### src/rtl/ps2_pkg.sv
// ps2_pkg: shared constants, frame FSM states and the key event record.
package ps2_pkg;
  localparam logic [7:0] PS2_EXT_PREFIX = 8'hE0;
  localparam logic [7:0] PS2_BRK_PREFIX = 8'hF0;
  localparam int PS2_EVT_W = 10;
  typedef enum logic [1:0] {S_IDLE, S_DATA, S_PARITY, S_STOP} ps2_state_t;
  typedef struct packed {
    logic       ext;
    logic       brk;
    logic [7:0] code;
  } ps2_evt_t;
endpackage

### src/rtl/ps2_key_receiver_if.sv
// ps2_key_receiver_if: valid/ready key event stream from receiver to consumer.
interface ps2_key_receiver_if;
  logic       evt_valid;
  logic       evt_ready;
  logic [7:0] evt_code;
  logic       evt_break;
  logic       evt_extended;
  modport master(output evt_valid, evt_code, evt_break, evt_extended, input evt_ready);
  modport slave(input evt_valid, evt_code, evt_break, evt_extended, output evt_ready);
endinterface

### src/rtl/ps2_event_fifo.sv
// ps2_event_fifo: show-ahead FIFO; head reads zero when empty, drops pushes when full without a pop.
module ps2_event_fifo #(
  parameter int WIDTH = 10,
  parameter int DEPTH = 8
) (
  input  logic                       clk,
  input  logic                       rst,
  input  logic                       i_push,
  input  logic [WIDTH-1:0]           i_data,
  input  logic                       i_pop,
  output logic [WIDTH-1:0]           o_data,
  output logic                       o_valid,
  output logic                       o_full,
  output logic                       o_drop,
  output logic [$clog2(DEPTH+1)-1:0] o_count
);
  localparam int AW = $clog2(DEPTH);
  localparam int CW = $clog2(DEPTH+1);
  logic [WIDTH-1:0] r_mem [DEPTH];
  logic [AW-1:0]    r_wr, r_rd;
  logic [CW-1:0]    r_count;
  logic             w_push, w_pop;
  always_comb begin
    o_valid = r_count != '0;
    o_full  = r_count == CW'(DEPTH);
    w_pop   = i_pop & o_valid;
    w_push  = i_push & (~o_full | w_pop);
    o_drop  = i_push & ~w_push;
    o_data  = o_valid ? r_mem[r_rd] : '0;
    o_count = r_count;
  end
  always_ff @(posedge clk)
    if (rst) begin
      r_wr    <= '0;
      r_rd    <= '0;
      r_count <= '0;
    end else begin
      if (w_push) r_wr <= r_wr + 1'b1;
      if (w_pop) r_rd <= r_rd + 1'b1;
      r_count <= r_count + CW'(w_push) - CW'(w_pop);
    end
  always_ff @(posedge clk)
    if (w_push) r_mem[r_wr] <= i_data;
endmodule

### src/rtl/ps2_key_receiver.sv
// ps2_key_receiver: synchronises PS/2 lines, deframes bytes, folds E0/F0 prefixes into key events
// and queues them for a valid/ready consumer.
module ps2_key_receiver
  import ps2_pkg::*;
#(
  parameter int FIFO_DEPTH     = 8,
  parameter int SYNC_STAGES    = 2,
  parameter int TIMEOUT_CYCLES = 100000
) (
  input  logic                            board_clk,
  input  logic                            reset,
  input  logic                            ps2_clk,
  input  logic                            ps2_data,
  input  logic                            clear_err,
  ps2_key_receiver_if.master              evt,
  output logic [$clog2(FIFO_DEPTH+1)-1:0] fifo_count,
  output logic                            overflow,
  output logic                            frame_err
);
  localparam int TO_W = TIMEOUT_CYCLES > 1 ? $clog2(TIMEOUT_CYCLES) : 1;
  logic [SYNC_STAGES-1:0] r_clk_sync, r_data_sync;
  logic                   r_clk_prev;
  ps2_state_t             r_state, w_state_n;
  logic [2:0]             r_bit_cnt, w_bit_cnt_n;
  logic [7:0]             r_shift, w_shift_n;
  logic                   r_par, w_par_n;
  logic [TO_W-1:0]        r_to_cnt;
  logic                   r_byte_ok, r_ext, r_brk;
  logic                   w_sclk, w_sdata, w_fall, w_timeout, w_good, w_bad;
  logic                   w_is_ext, w_is_brk, w_push, w_drop;
  ps2_evt_t               w_head;
  // Idle PS/2 lines are high, so the synchronisers reset to 1 to avoid a false fall.
  always_ff @(posedge board_clk)
    if (reset) begin
      r_clk_sync  <= '1;
      r_data_sync <= '1;
      r_clk_prev  <= 1'b1;
    end else begin
      r_clk_sync  <= {r_clk_sync[SYNC_STAGES-2:0], ps2_clk};
      r_data_sync <= {r_data_sync[SYNC_STAGES-2:0], ps2_data};
      r_clk_prev  <= w_sclk;
    end
  assign w_sclk  = r_clk_sync[SYNC_STAGES-1];
  assign w_sdata = r_data_sync[SYNC_STAGES-1];
  assign w_fall  = r_clk_prev & ~w_sclk;
  always_comb begin
    w_state_n   = r_state;
    w_bit_cnt_n = r_bit_cnt;
    w_shift_n   = r_shift;
    w_par_n     = r_par;
    w_good      = 1'b0;
    w_bad       = 1'b0;
    w_timeout   = (r_state != S_IDLE) && (r_to_cnt == TO_W'(TIMEOUT_CYCLES-1));
    if (w_timeout) w_state_n = S_IDLE;
    else if (w_fall)
      case (r_state)
        S_IDLE: begin
          w_state_n   = w_sdata ? S_IDLE : S_DATA;
          w_bit_cnt_n = 3'd0;
        end
        S_DATA: begin
          w_shift_n   = {w_sdata, r_shift[7:1]};
          w_bit_cnt_n = r_bit_cnt + 3'd1;
          w_state_n   = r_bit_cnt == 3'd7 ? S_PARITY : S_DATA;
        end
        S_PARITY: begin
          w_par_n   = w_sdata;
          w_state_n = S_STOP;
        end
        default: begin
          w_good    = w_sdata & (^r_shift ^ r_par);
          w_bad     = ~w_good;
          w_state_n = S_IDLE;
        end
      endcase
  end
  always_ff @(posedge board_clk)
    if (reset) begin
      r_state   <= S_IDLE;
      r_bit_cnt <= '0;
      r_shift   <= '0;
      r_par     <= 1'b0;
      r_to_cnt  <= '0;
      r_byte_ok <= 1'b0;
    end else begin
      r_state   <= w_state_n;
      r_bit_cnt <= w_bit_cnt_n;
      r_shift   <= w_shift_n;
      r_par     <= w_par_n;
      r_to_cnt  <= (w_fall || w_timeout || r_state == S_IDLE) ? '0 : r_to_cnt + 1'b1;
      r_byte_ok <= w_good;
    end
  // The decoded byte stays in r_shift during the pulse cycle: only DATA fall cycles shift it.
  assign w_is_ext = r_shift == PS2_EXT_PREFIX;
  assign w_is_brk = r_shift == PS2_BRK_PREFIX;
  assign w_push   = r_byte_ok & ~w_is_ext & ~w_is_brk;
  always_ff @(posedge board_clk)
    if (reset || w_bad || w_timeout) begin
      r_ext <= 1'b0;
      r_brk <= 1'b0;
    end else if (r_byte_ok) begin
      r_ext <= w_is_ext | (w_is_brk & r_ext);
      r_brk <= w_is_brk | (w_is_ext & r_brk);
    end
  always_ff @(posedge board_clk)
    if (reset) begin
      frame_err <= 1'b0;
      overflow  <= 1'b0;
    end else begin
      frame_err <= (frame_err & ~clear_err) | w_bad | w_timeout;
      overflow  <= (overflow & ~clear_err) | w_drop;
    end
  ps2_event_fifo #(.WIDTH(PS2_EVT_W), .DEPTH(FIFO_DEPTH)) u_fifo (
    .clk    (board_clk),
    .rst    (reset),
    .i_push (w_push),
    .i_data ({r_ext, r_brk, r_shift}),
    .i_pop  (evt.evt_ready),
    .o_data (w_head),
    .o_valid(evt.evt_valid),
    .o_full (),
    .o_drop (w_drop),
    .o_count(fifo_count)
  );
  assign evt.evt_code     = w_head.code;
  assign evt.evt_break    = w_head.brk;
  assign evt.evt_extended = w_head.ext;
endmodule

### src/flat_wrapper.sv
// flat-port wrapper written by rule: the top's interface ports become plain ports
module ps2_key_receiver_flat import ps2_pkg::*;
#(
  parameter int FIFO_DEPTH     = 8,
  parameter int SYNC_STAGES    = 2,
  parameter int TIMEOUT_CYCLES = 100000
)
  (board_clk, reset, ps2_clk, ps2_data, clear_err, fifo_count, overflow, frame_err, evt_evt_valid, evt_evt_code, evt_evt_break, evt_evt_extended, evt_evt_ready);
  ps2_key_receiver_if evt_i ();
  input  logic board_clk;
  input  logic reset;
  input  logic ps2_clk;
  input  logic ps2_data;
  input  logic clear_err;
  output logic [$clog2(FIFO_DEPTH+1)-1:0] fifo_count;
  output logic overflow;
  output logic frame_err;
  output wire logic [$bits(evt_i.evt_valid)-1:0] evt_evt_valid;
  output wire logic [$bits(evt_i.evt_code)-1:0] evt_evt_code;
  output wire logic [$bits(evt_i.evt_break)-1:0] evt_evt_break;
  output wire logic [$bits(evt_i.evt_extended)-1:0] evt_evt_extended;
  input wire logic [$bits(evt_i.evt_ready)-1:0] evt_evt_ready;
  assign evt_evt_valid = evt_i.evt_valid;
  assign evt_evt_code = evt_i.evt_code;
  assign evt_evt_break = evt_i.evt_break;
  assign evt_evt_extended = evt_i.evt_extended;
  assign evt_i.evt_ready = evt_evt_ready;
  ps2_key_receiver #(.FIFO_DEPTH(FIFO_DEPTH), .SYNC_STAGES(SYNC_STAGES), .TIMEOUT_CYCLES(TIMEOUT_CYCLES)) u_core (.board_clk(board_clk), .reset(reset), .ps2_clk(ps2_clk), .ps2_data(ps2_data), .clear_err(clear_err), .evt(evt_i), .fifo_count(fifo_count), .overflow(overflow), .frame_err(frame_err));
endmodule
### config.mk
export PLATFORM = sky130hd
export DESIGN_NAME = ps2_key_receiver_flat
export DESIGN_NICKNAME = d
export VERILOG_FILES = /design/src/rtl/ps2_pkg.sv /design/src/rtl/ps2_key_receiver_if.sv /design/src/rtl/ps2_event_fifo.sv /design/src/rtl/ps2_key_receiver.sv /design/src/flat_wrapper.sv
export SDC_FILE = /design/constraint.sdc
export NUM_CORES = 1
export LEC_CHECK = 0
export BUFFER_PORTS_ARGS = -buffer_cell sky130_fd_sc_hd__clkbuf_2
export CAP_MARGIN = 20
export CORE_MARGIN = 2
export CORE_UTILIZATION = 55
export CTS_CLUSTER_SIZE = 40
export DETAILED_ROUTE_END_ITERATION = 10
export PLACE_DENSITY = 0.84
export SYNTH_ARGS = -nofsm -noshare
export SYNTH_HDL_FRONTEND = slang
export SYNTH_SLANG_ARGS = --single-unit
### constraint.sdc
create_clock -name board_clk -period 3.1 [get_ports board_clk]
set_clock_uncertainty 0.2 [all_clocks]
set_input_delay 0.775 -clock board_clk [delete_from_list [all_inputs] [get_ports board_clk]]
set_output_delay 0.775 -clock board_clk [all_outputs]
set_load 0.02 [all_outputs]
# Word level (Yosys, flattened, before mapping)
# Memory sizes are Yosys's and may differ from the RTL's. A register that Yosys moved wholly into a read port is not among the register bits.
# Cells that the tools add are included.
[word_totals] ff_bits=51 mem_bits_rw=80 in_bits=6 out_inout_bits=17 memories=1
[memory_table] memory="u_core.u_fifo.r_mem" depth=8 word_bits=10 read_ports=1 rd_clocked_by_memory_dff=1 wr=1 line="ps2_event_fifo.sv:19" source="logic [WIDTH-1:0] r_mem [DEPTH];"
[op_classes] n_addsub=6 eq_ne=7 mux=12 bitwise_logic=27 n_reduce_logical=17
[op_table] operator="$add 17x1->17 const B" n=1
[op_table] operator="$eq 17x17->1 const B" n=1
[op_table] operator="$eq 8x8->1 const B" n=2
[op_table] operator="$and 1x1->1" n=11
[op_table] operator="$mux 10" n=1
[op_table] operator="$add 3x1->3 const B" n=3
[op_table] operator="$not 1->1" n=9
[op_table] operator="$reduce_and 3->1" n=3
[op_table] operator="$reduce_xor 8->1" n=1
[op_table] operator="$mux 1" n=6
[op_table] operator="$mux 3" n=2
[op_table] operator="$or 1x1->1" n=6
[op_table] operator="$pmux 2 s3" n=1
[op_table] operator="$pmux 3 s2" n=1
[op_table] operator="$reduce_or 6->1" n=1
[op_table] operator="$add 4x1->4" n=1
[op_table] operator="$eq 4x4->1 const B" n=1
[op_table] operator="$logic_or 1x1->1" n=4
[op_table] operator="$reduce_bool 2->1" n=2
[op_table] operator="$reduce_bool 4->1" n=1
[op_table] operator="$reduce_or 2->1" n=2
[op_table] operator="$sub 4x1->4" n=1
[op_table] operator="$eq 3x3->1 const B" n=1
[op_table] operator="$reduce_or 3->1" n=1
[op_table] operator="other kinds (6)" n=6

# Longest topological paths before layout
# Gate-level depths: netlist of the first run.
[depth] ltp_word=9 mapped_depth=12

# Modules after synthesis
# From an unflattened synthesis of the first run, not the netlist that was laid out.
[unflattened] cells_unflattened=397 area_unflattened_um2=5574.1
[modules_own_cells] mod="ps2_event_fifo" instances=1 cells_each=202 area_each_um2=3722.3 seq_area_each_um2=2662.6
[modules_own_cells] mod="ps2_key_receiver" instances=1 cells_each=195 area_each_um2=1851.8 seq_area_each_um2=820.8

# Worst setup path after synthesis of the first run
# Ideal clock, no wire load.
[synth_path] kind="register to register" start="register u_core.r_shift[4]" end="memory u_core.u_fifo.r_mem[4][0], enable pin" arrival_time_ns=2.405 setup_slack_ns=0.105 path_stages_with_launch=7 path_buffers=0 path_cell_list="dfxtp_1 > inv_1 > ha_1 > o2111a_1 > a311o_1 > or2_2 > nor3_1"
[synth_between] elab_chain_len=7
[synth_lines] element="from (decl)" line="ps2_key_receiver.sv:25" source="logic [7:0] r_shift, w_shift_n;"
[synth_lines] element="from (signal assigned)" line="ps2_key_receiver.sv:88" source="r_shift <= w_shift_n;"
[synth_lines] element="$eq 8x8->1" line="ps2_key_receiver.sv:94" source="assign w_is_ext = r_shift == PS2_EXT_PREFIX;"
[synth_lines] element="$not 1->1" line="ps2_key_receiver.sv:96" source="assign w_push = r_byte_ok & ~w_is_ext & ~w_is_brk;"
[synth_lines] element="$and 1x1->1" line="ps2_key_receiver.sv:96"
[synth_lines] element="$and 1x1->1 *" line="ps2_key_receiver.sv:96"
[synth_lines] element="$and 1x1->1 *" line="ps2_event_fifo.sv:27" source="w_push = i_push & (~o_full | w_pop);"
[synth_lines] element="$mux 1 *" line="ps2_event_fifo.sv:43" source="if (w_push) r_mem[r_wr] <= i_data;"
[synth_lines] element="$mux 1 (not written as such) *" line="ps2_event_fifo.sv:43"
[synth_lines] element="to (decl)" line="ps2_event_fifo.sv:19"
# Every way passes the cells marked *; elsewhere a longest branch is shown, timed or not.

==> metrics.txt, run 1 <==
CTS buffer count 17; mapped cell area 5638 um2; Reg-to-Reg Start u_core.r_shift[4]; clk buf depth 2; Setup crit end kind output pin; total track usage 20.54%; # DRC 0; Worst setup endpoint evt_evt_code[4]; Root Buffer clkbuf_8; top-level I/O count 23; antenna violations before repair 0; hold slack 0.2172 ns; Final Cycle Share 97.52%; Initial Util 57.15%; GPL Wtd Cong 0.7531; critical path type register to output pin; CTS tree done; initial drt markers 221; CP max FO 10; Core Region 9864 um2; share of layout cells above drive strength 1 24.47%; CTS Sinks 134; DPL Wire Length 6.638 mm; Worst R2R Setup Slack 0.29 ns; Synth warnings 0; grt met1 use 24.52%; setup tns final 0 ns; FMAX 0.3308 GHz; main flop type after synthesis edfxtp_1; number of inserted diodes 0; syn nets 436; grt met3 use 6.184%; hold path cells 1; die area 11080 um2; Post-CTS Setup Inserts 0; nets 479; pwr dens 732.1 nW/um2; Buffers on Ports 22; max cap viols 0; EDFF count, synth 80; fraction of registers with async set/reset 0%; overall via count from detail_route 3442; insertion delay to the later sink of the worst-skew pair 0.52 ns; first-pass GRT wire length 17.22 mm; syn avg cell area 13.62 um2; Reg clk slew, reported paths 0.06 ns; Post-Route WL 10.43 mm; Seq/Total Area, Yosys 61.78%; vias in the first global route 3488; status finished clean; via/cell ratio 5.708; WP data arrival 2.05 ns; R2R Path End u_core.u_fifo.o_count[1]; total power draw 0.004814 W; hold crit path type register to register; Slew @ Worst Pin 0.5272 ns; Yosys reg bits 134; Min Clock Period, post-route 3.023 ns; Initial DRT Pass Iterations 4; Final Slew Violations 0; largest net degree at the start of global routing 34; die height 105.2 um; Post-DRT Antenna Nets 0; DR WL/cell 17.30 um; Slew HR 64.72%; Yosys cell types 50; R2R cell count 8; synth top area cells edfxtp_1, dfxtp_1, mux4_2, ha_1, nor2_1; type of origin of the critical path register; cell taking the most area after synthesis edfxtp_1; endpoints failing hold 0; layer with the highest usage met2; Area Growth Syn to Fin 16.64%; share of Yosys cell area claimed by the top area cell type 42.61%; CP Data Required Time 2.12 ns; H-tree depth 4; Peak supply drop 0.3961 mV; Die X 105.2 um; GR Layer Usage met2 35.39%; grt ovf 0; Post-Synthesis Cells 414; leakage power 2.262 nW; # rows 36; final-report setup violation count 0
## power breakdown
| part | internal, W | switching (W) |
|---|---|---|
| clock | 0.00110 | 0.000813 |
| combinational | 0.000435 | 0.000502 |
| sequential | 0.00192 | 0.0000488 |
## how the worst min path moves through the flow
stage,end,slack (ns),start
final,u_core.r_data_sync[1],0.22,u_core.r_data_sync[0]
after global routing,u_core.r_data_sync[0],0.21,ps2_data
after CTS,u_core.r_clk_sync[0],0.21,ps2_clk
after detailed placement,u_core.r_data_sync[1],0.20,u_core.r_data_sync[0]
after global placement,u_core.r_data_sync[1],0.20,u_core.r_data_sync[0]
after floorplan,u_core.r_clk_sync[1],0.19,u_core.r_clk_sync[0]
## per-layer routing
layer  routed length, um  part of all wire [%]
met1                4413                    42
met2                5447                    52
met3                 400                   3.8
met4                 169                   1.6
met5                   0                     0
## per-stage QoR
| stage | util [%] | area [um2] | setup slack, ns | cells |
|---|---|---|---|---|
| floorplan | - | 5638 | 0.1051 | 414 |
| global placement | 60.43 | 5961 | 0.4320 | 570 |
| detailed placement | 60.43 | 5961 | 0.3141 | 570 |
| CTS | 66.60 | 6570 | 0.01460 | 603 |
| global route | 66.67 | 6576 | -0.007570 | 603 |
| finish | 66.67 | 6576 | 0.07693 | 603 |
## what timing repair did
action	4_1_cts	5_1_grt
cloned	1	0
endpoints found under the setup margin	1	7
gates resized for setup	2	3
hold buffers	0	0
## registers in the layout, summed over array words and instances (netlist names), 2 cells and up, named ones only
name                   count
u_core.u_fifo.r_wr         3
u_core.u_fifo.r_mem       80
u_core.r_state             2
u_core.r_clk_sync          2
u_core.r_shift             8
u_core.u_fifo.o_count      4
u_core.r_bit_cnt           3
u_core.r_data_sync         2
u_core.u_fifo.r_rd         3
u_core.r_to_cnt           17
## cells in the mapped netlist (all sizes together), types with 2 or more instances
| master | count |
|---|---|
| inv | 17 |
| or3 | 3 |
| mux4 | 20 |
| a21o | 3 |
| clkbuf | 8 |
| a31oi | 3 |
| or4 | 3 |
| nand4b | 2 |
| nand2b | 6 |
| o31ai | 2 |
| and4 | 5 |
| o21ai | 13 |
| and3 | 4 |
| mux2i | 11 |
| xor2 | 10 |
| dfxtp | 54 |
| a21oi | 19 |
| and2 | 2 |
| edfxtp | 80 |
| nor3 | 4 |
| ha | 15 |
| a32oi | 2 |
| nor4 | 2 |
| nor2b | 3 |
| nand4 | 9 |
| nor2 | 43 |
| buf | 9 |
| nand3 | 21 |
| or2 | 6 |
| xnor2 | 8 |
| nand2 | 15 |
## critical path: stages, from the launching register on
cell and delay, ns:
dfxtp_4 0.40, buf_12 0.16, mux4_2 0.53, mux2i_4 0.21
nor2_1 0.06, clkbuf_2 0.15
## cells by family (layout without fill, tap and decap cells)
family                   count (synthesis)  in the layout  synth area share [%]
adder cells (fa/ha/maj)                 16             16                 3.684
flip-flops                             134            134                 61.78
AND/OR/NAND/NOR                        130            130                 13.05
buffers and inverters                   34             90                 2.929
AO/OA/AOI/OAI                           50             50                 5.415
XOR/XNOR                                19             19                 3.196
multiplexers                            31             31                 9.942
## area by class of cell
class | instances | area (um2)
repair buffers | 41 | 285.3
clock buffers | 17 | 414.1
inverters | 17 | 63.81
flip-flops and latches | 134 | 3487
clock inverters | 15 | 157.7
fillers | 686 | 3288
well taps | 133 | 166.4
multi-input cells | 246 | 2002
## placed cells by master (no fill, tap or decap), types with 3 or more instances in the layout
cell type / instances
o21ai_0: 13
dfxtp_1: 53
inv_1: 17
nand4_1: 9
xnor2_1: 8
inv_8: 3
a31oi_1: 3
nand3_1: 21
mux4_2: 20
nor3_1: 4
a21o_1: 3
xor2_1: 10
buf_4: 17
inv_6: 7
a21oi_1: 19
and3_1: 4
nor2b_1: 3
or3_1: 3
mux2i_1: 10
nor2_4: 8
and4_1: 3
ha_1: 15
or2_2: 6
nand2b_1: 6
nor2_1: 33
clkbuf_16: 16
clkbuf_2: 22
nand2_1: 15
edfxtp_1: 80
Note: power is estimated with default switching activity, not from simulation.
==> run 2: changes to the inputs <==
--- a/config.mk
+++ b/config.mk
@@ -11,7 +11,9 @@
 export CORE_UTILIZATION = 55
 export CTS_CLUSTER_SIZE = 40
 export DETAILED_ROUTE_END_ITERATION = 10
-export PLACE_DENSITY = 0.84
+export MAX_ROUTING_LAYER = met4
+export PLACE_DENSITY = 0.75
+export SETUP_SLACK_MARGIN = 0.02
 export SYNTH_ARGS = -nofsm -noshare
 export SYNTH_HDL_FRONTEND = slang
 export SYNTH_SLANG_ARGS = --single-unit
==> run 2 against run 1 <==
  * Flip-flop and latch count unchanged
  * Fmax up 1.5%
  * Design area about the same
  * Non-clock buffer count unchanged
  * Critical path type unchanged
==> metrics.txt, run 2 (synthesis gave the netlist of run 1 again) <==
status finished clean; Post-DRT Antenna Nets 0; DR WL/cell 17.19 um; CTS Sinks 134; final-report setup violation count 0; # DRC 0; Reg clk slew, reported paths 0.06 ns; insertion delay to the later sink of the worst-skew pair 0.51 ns; total track usage 21.02%; max reg flops 80; share of layout cells above drive strength 1 24.04%; vias in the first global route 3450; top-level I/O count 23; Reg-to-Reg Start u_core.r_shift[4]; CP cell instances buf_8 -> mux4_2 -> mux2i_2 -> nor2_1 -> clkbuf_2; type of origin of the critical path register; Initial DRT Pass Iterations 4; Hold Crit Endpoint u_core.r_data_sync[1]; clk buf depth 2; post-route cell area 6575 um2; nets 479; layer with the highest usage met2; DPL Wire Length 6.643 mm; Core Region 9864 um2; WP data arrival 2.00 ns; sequential fraction of design power 40.1%; Worst R2R Setup Slack 0.30 ns; initial drt markers 237; critical path type register to output pin; Buffers on Ports 22; grt met1 use 26.13%; Slew @ Worst Pin 0.5407 ns; most frequent cells in the layout edfxtp_1, dfxtp_1, nor2_1; grt met3 use 5.009%; Biggest register u_core.u_fifo.r_mem; CP max FO 9; setup tns final 0 ns; FMAX 0.3358 GHz; R2R cell count 8; Post-Layout Cell Count 603; die height 105.2 um; Final Cycle Share 96.07%; Clock Power Share 41.3%; CTS tree done; Final Slew Violations 0; R2R Path End u_core.u_fifo.o_count[1]; Die X 105.2 um; CP Data Required Time 2.12 ns; # rows 36; CTS buffer count 17; Cell Int Power 0.003617 W; switching power 0.001253 W; Crit-path slowest cell mux4_2; Area Growth Syn to Fin 16.62%; Post-Route WL 10.36 mm; number of inserted diodes 0; largest registers u_core.u_fifo.r_mem x80, u_core.r_to_cnt x17, u_core.r_shift x8; number of fill cells 694; hold path cells 1; commonest non-fill, non-tap cell in the layout edfxtp_1; GR Layer Usage met2 34.65%; Min Clock Period, post-route 2.978 ns; largest net degree at the start of global routing 34; dpl cells 571; max cap viols 0; die area 11080 um2; Min-Delay Startpoint u_core.r_data_sync[0]; first-pass GRT wire length 17.27 mm; pwr dens 740.7 nW/um2; post-layout util 66.65%; antenna violations before repair 0; grt ovf 0; Root Buffer clkbuf_8; Peak supply drop 0.4052 mV; RSZ-0062 raised after global routing no; Setup crit end kind output pin; overall via count from detail_route 3353; dpl cell area 5956 um2; hold crit path type register to register; endpoints failing hold 0; GPL Wtd Cong 0.7624; H-tree depth 4; crit-path max cell delay 0.52 ns; Comb pwr share 18.6%; leakage power 2.262 nW; via/cell ratio 5.561; Slew HR 63.82%; sw frac 25.73%; Initial Util 57.15%
[run 2: cell types whose count changed in the layout (fill, tap and decap cells not counted), moves of 2 or more]
cell / before / now
bufinv_16: 1 / 4
inv_6: 7 / 1
clkinvlp_4: 2 / 4
clkinv_2: 0 / 3
clkinv_1: 0 / 3
mux2i_2: 0 / 2
clkinv_4: 2 / 0
inv_8: 3 / 0
[run 2: how the worst max path moves through the flow]
| stage | startpoint | depth (start not counted) | slack, ns | endpoint |
|---|---|---|---|---|
| after floorplan | u_core.r_shift[4] | 6 | 0.11 | u_core.u_fifo.r_mem[4][0] |
| after global placement | u_core.r_shift[4] | 8 | 0.41 | u_core.u_fifo.o_count[1] |
| after detailed placement | u_core.r_shift[4] | 8 | 0.32 | u_core.u_fifo.o_count[1] |
| after CTS | register | 5 | 0.02 | evt_evt_extended |
| after global routing | register | 5 | 0.06 | evt_evt_code[4] |
| final | register | 5 | 0.12 | evt_evt_code[4] |
[run 2: metal layers]
layer / part of all wire, % / vias to the layer above
li1: - / 1634
met1: 43 / 1633
met2: 51 / 75
met3: 4.8 / 11
met4: 1.1 / 0
met5: 0 / -
[run 2: worst max-delay path: cells and delay by family, from the launching register on]
kind	cells	cell delay, ns
multiplexers	2	0.74
flip-flops	1	0.36
buffers and inverters	2	0.32
AND/OR/NAND/NOR	1	0.07
[run 2: cell type report]
type                            instances  area [um2]  area share [%]
Sequential cell                       134        3485           53.00
Clock inverter                         15       185.2           2.816
Tap cell                              133       166.4           2.531
Inverter                               17       63.81          0.9705
Clock buffer                           17       414.1           6.299
Multi-Input combinational cell        246        1997           30.37
Timing Repair Buffer                   41       264.0           4.015
[run 2: power groups by stage]
stage	Clock [W]	Sequential [W]	Combinational, W
finish	0.00201	0.00195	0.000907
detailed placement	0	0.00199	0.000898
CTS	0.00204	0.00195	0.000912
floorplan	0	0.00201	0.000634
global placement	0	0.00198	0.000879
global route	0.00213	0.00196	0.000996
[run 2: what timing repair did]
| action | CTS | global route |
|---|---|---|
| resized for setup | 2 | 4 |
| setup buffers | 0 | 0 |
| setup endpoints to repair | 2 | 8 |
| hold buffers | 0 | 0 |
[run 2: through the flow]
step,total power [W],hold WS (ns),worst slack [ns]
5_1_grt,0.005081,0.2272,0.05921
4_1_cts,0.004906,0.2126,0.01846
2_1_floorplan,0.002639,0.1895,0.1051
3_3_place_gp,0.002862,0.1940,0.4103
6_report,0.004870,0.2161,0.1217
3_5_place_dp,0.002883,0.1981,0.3187
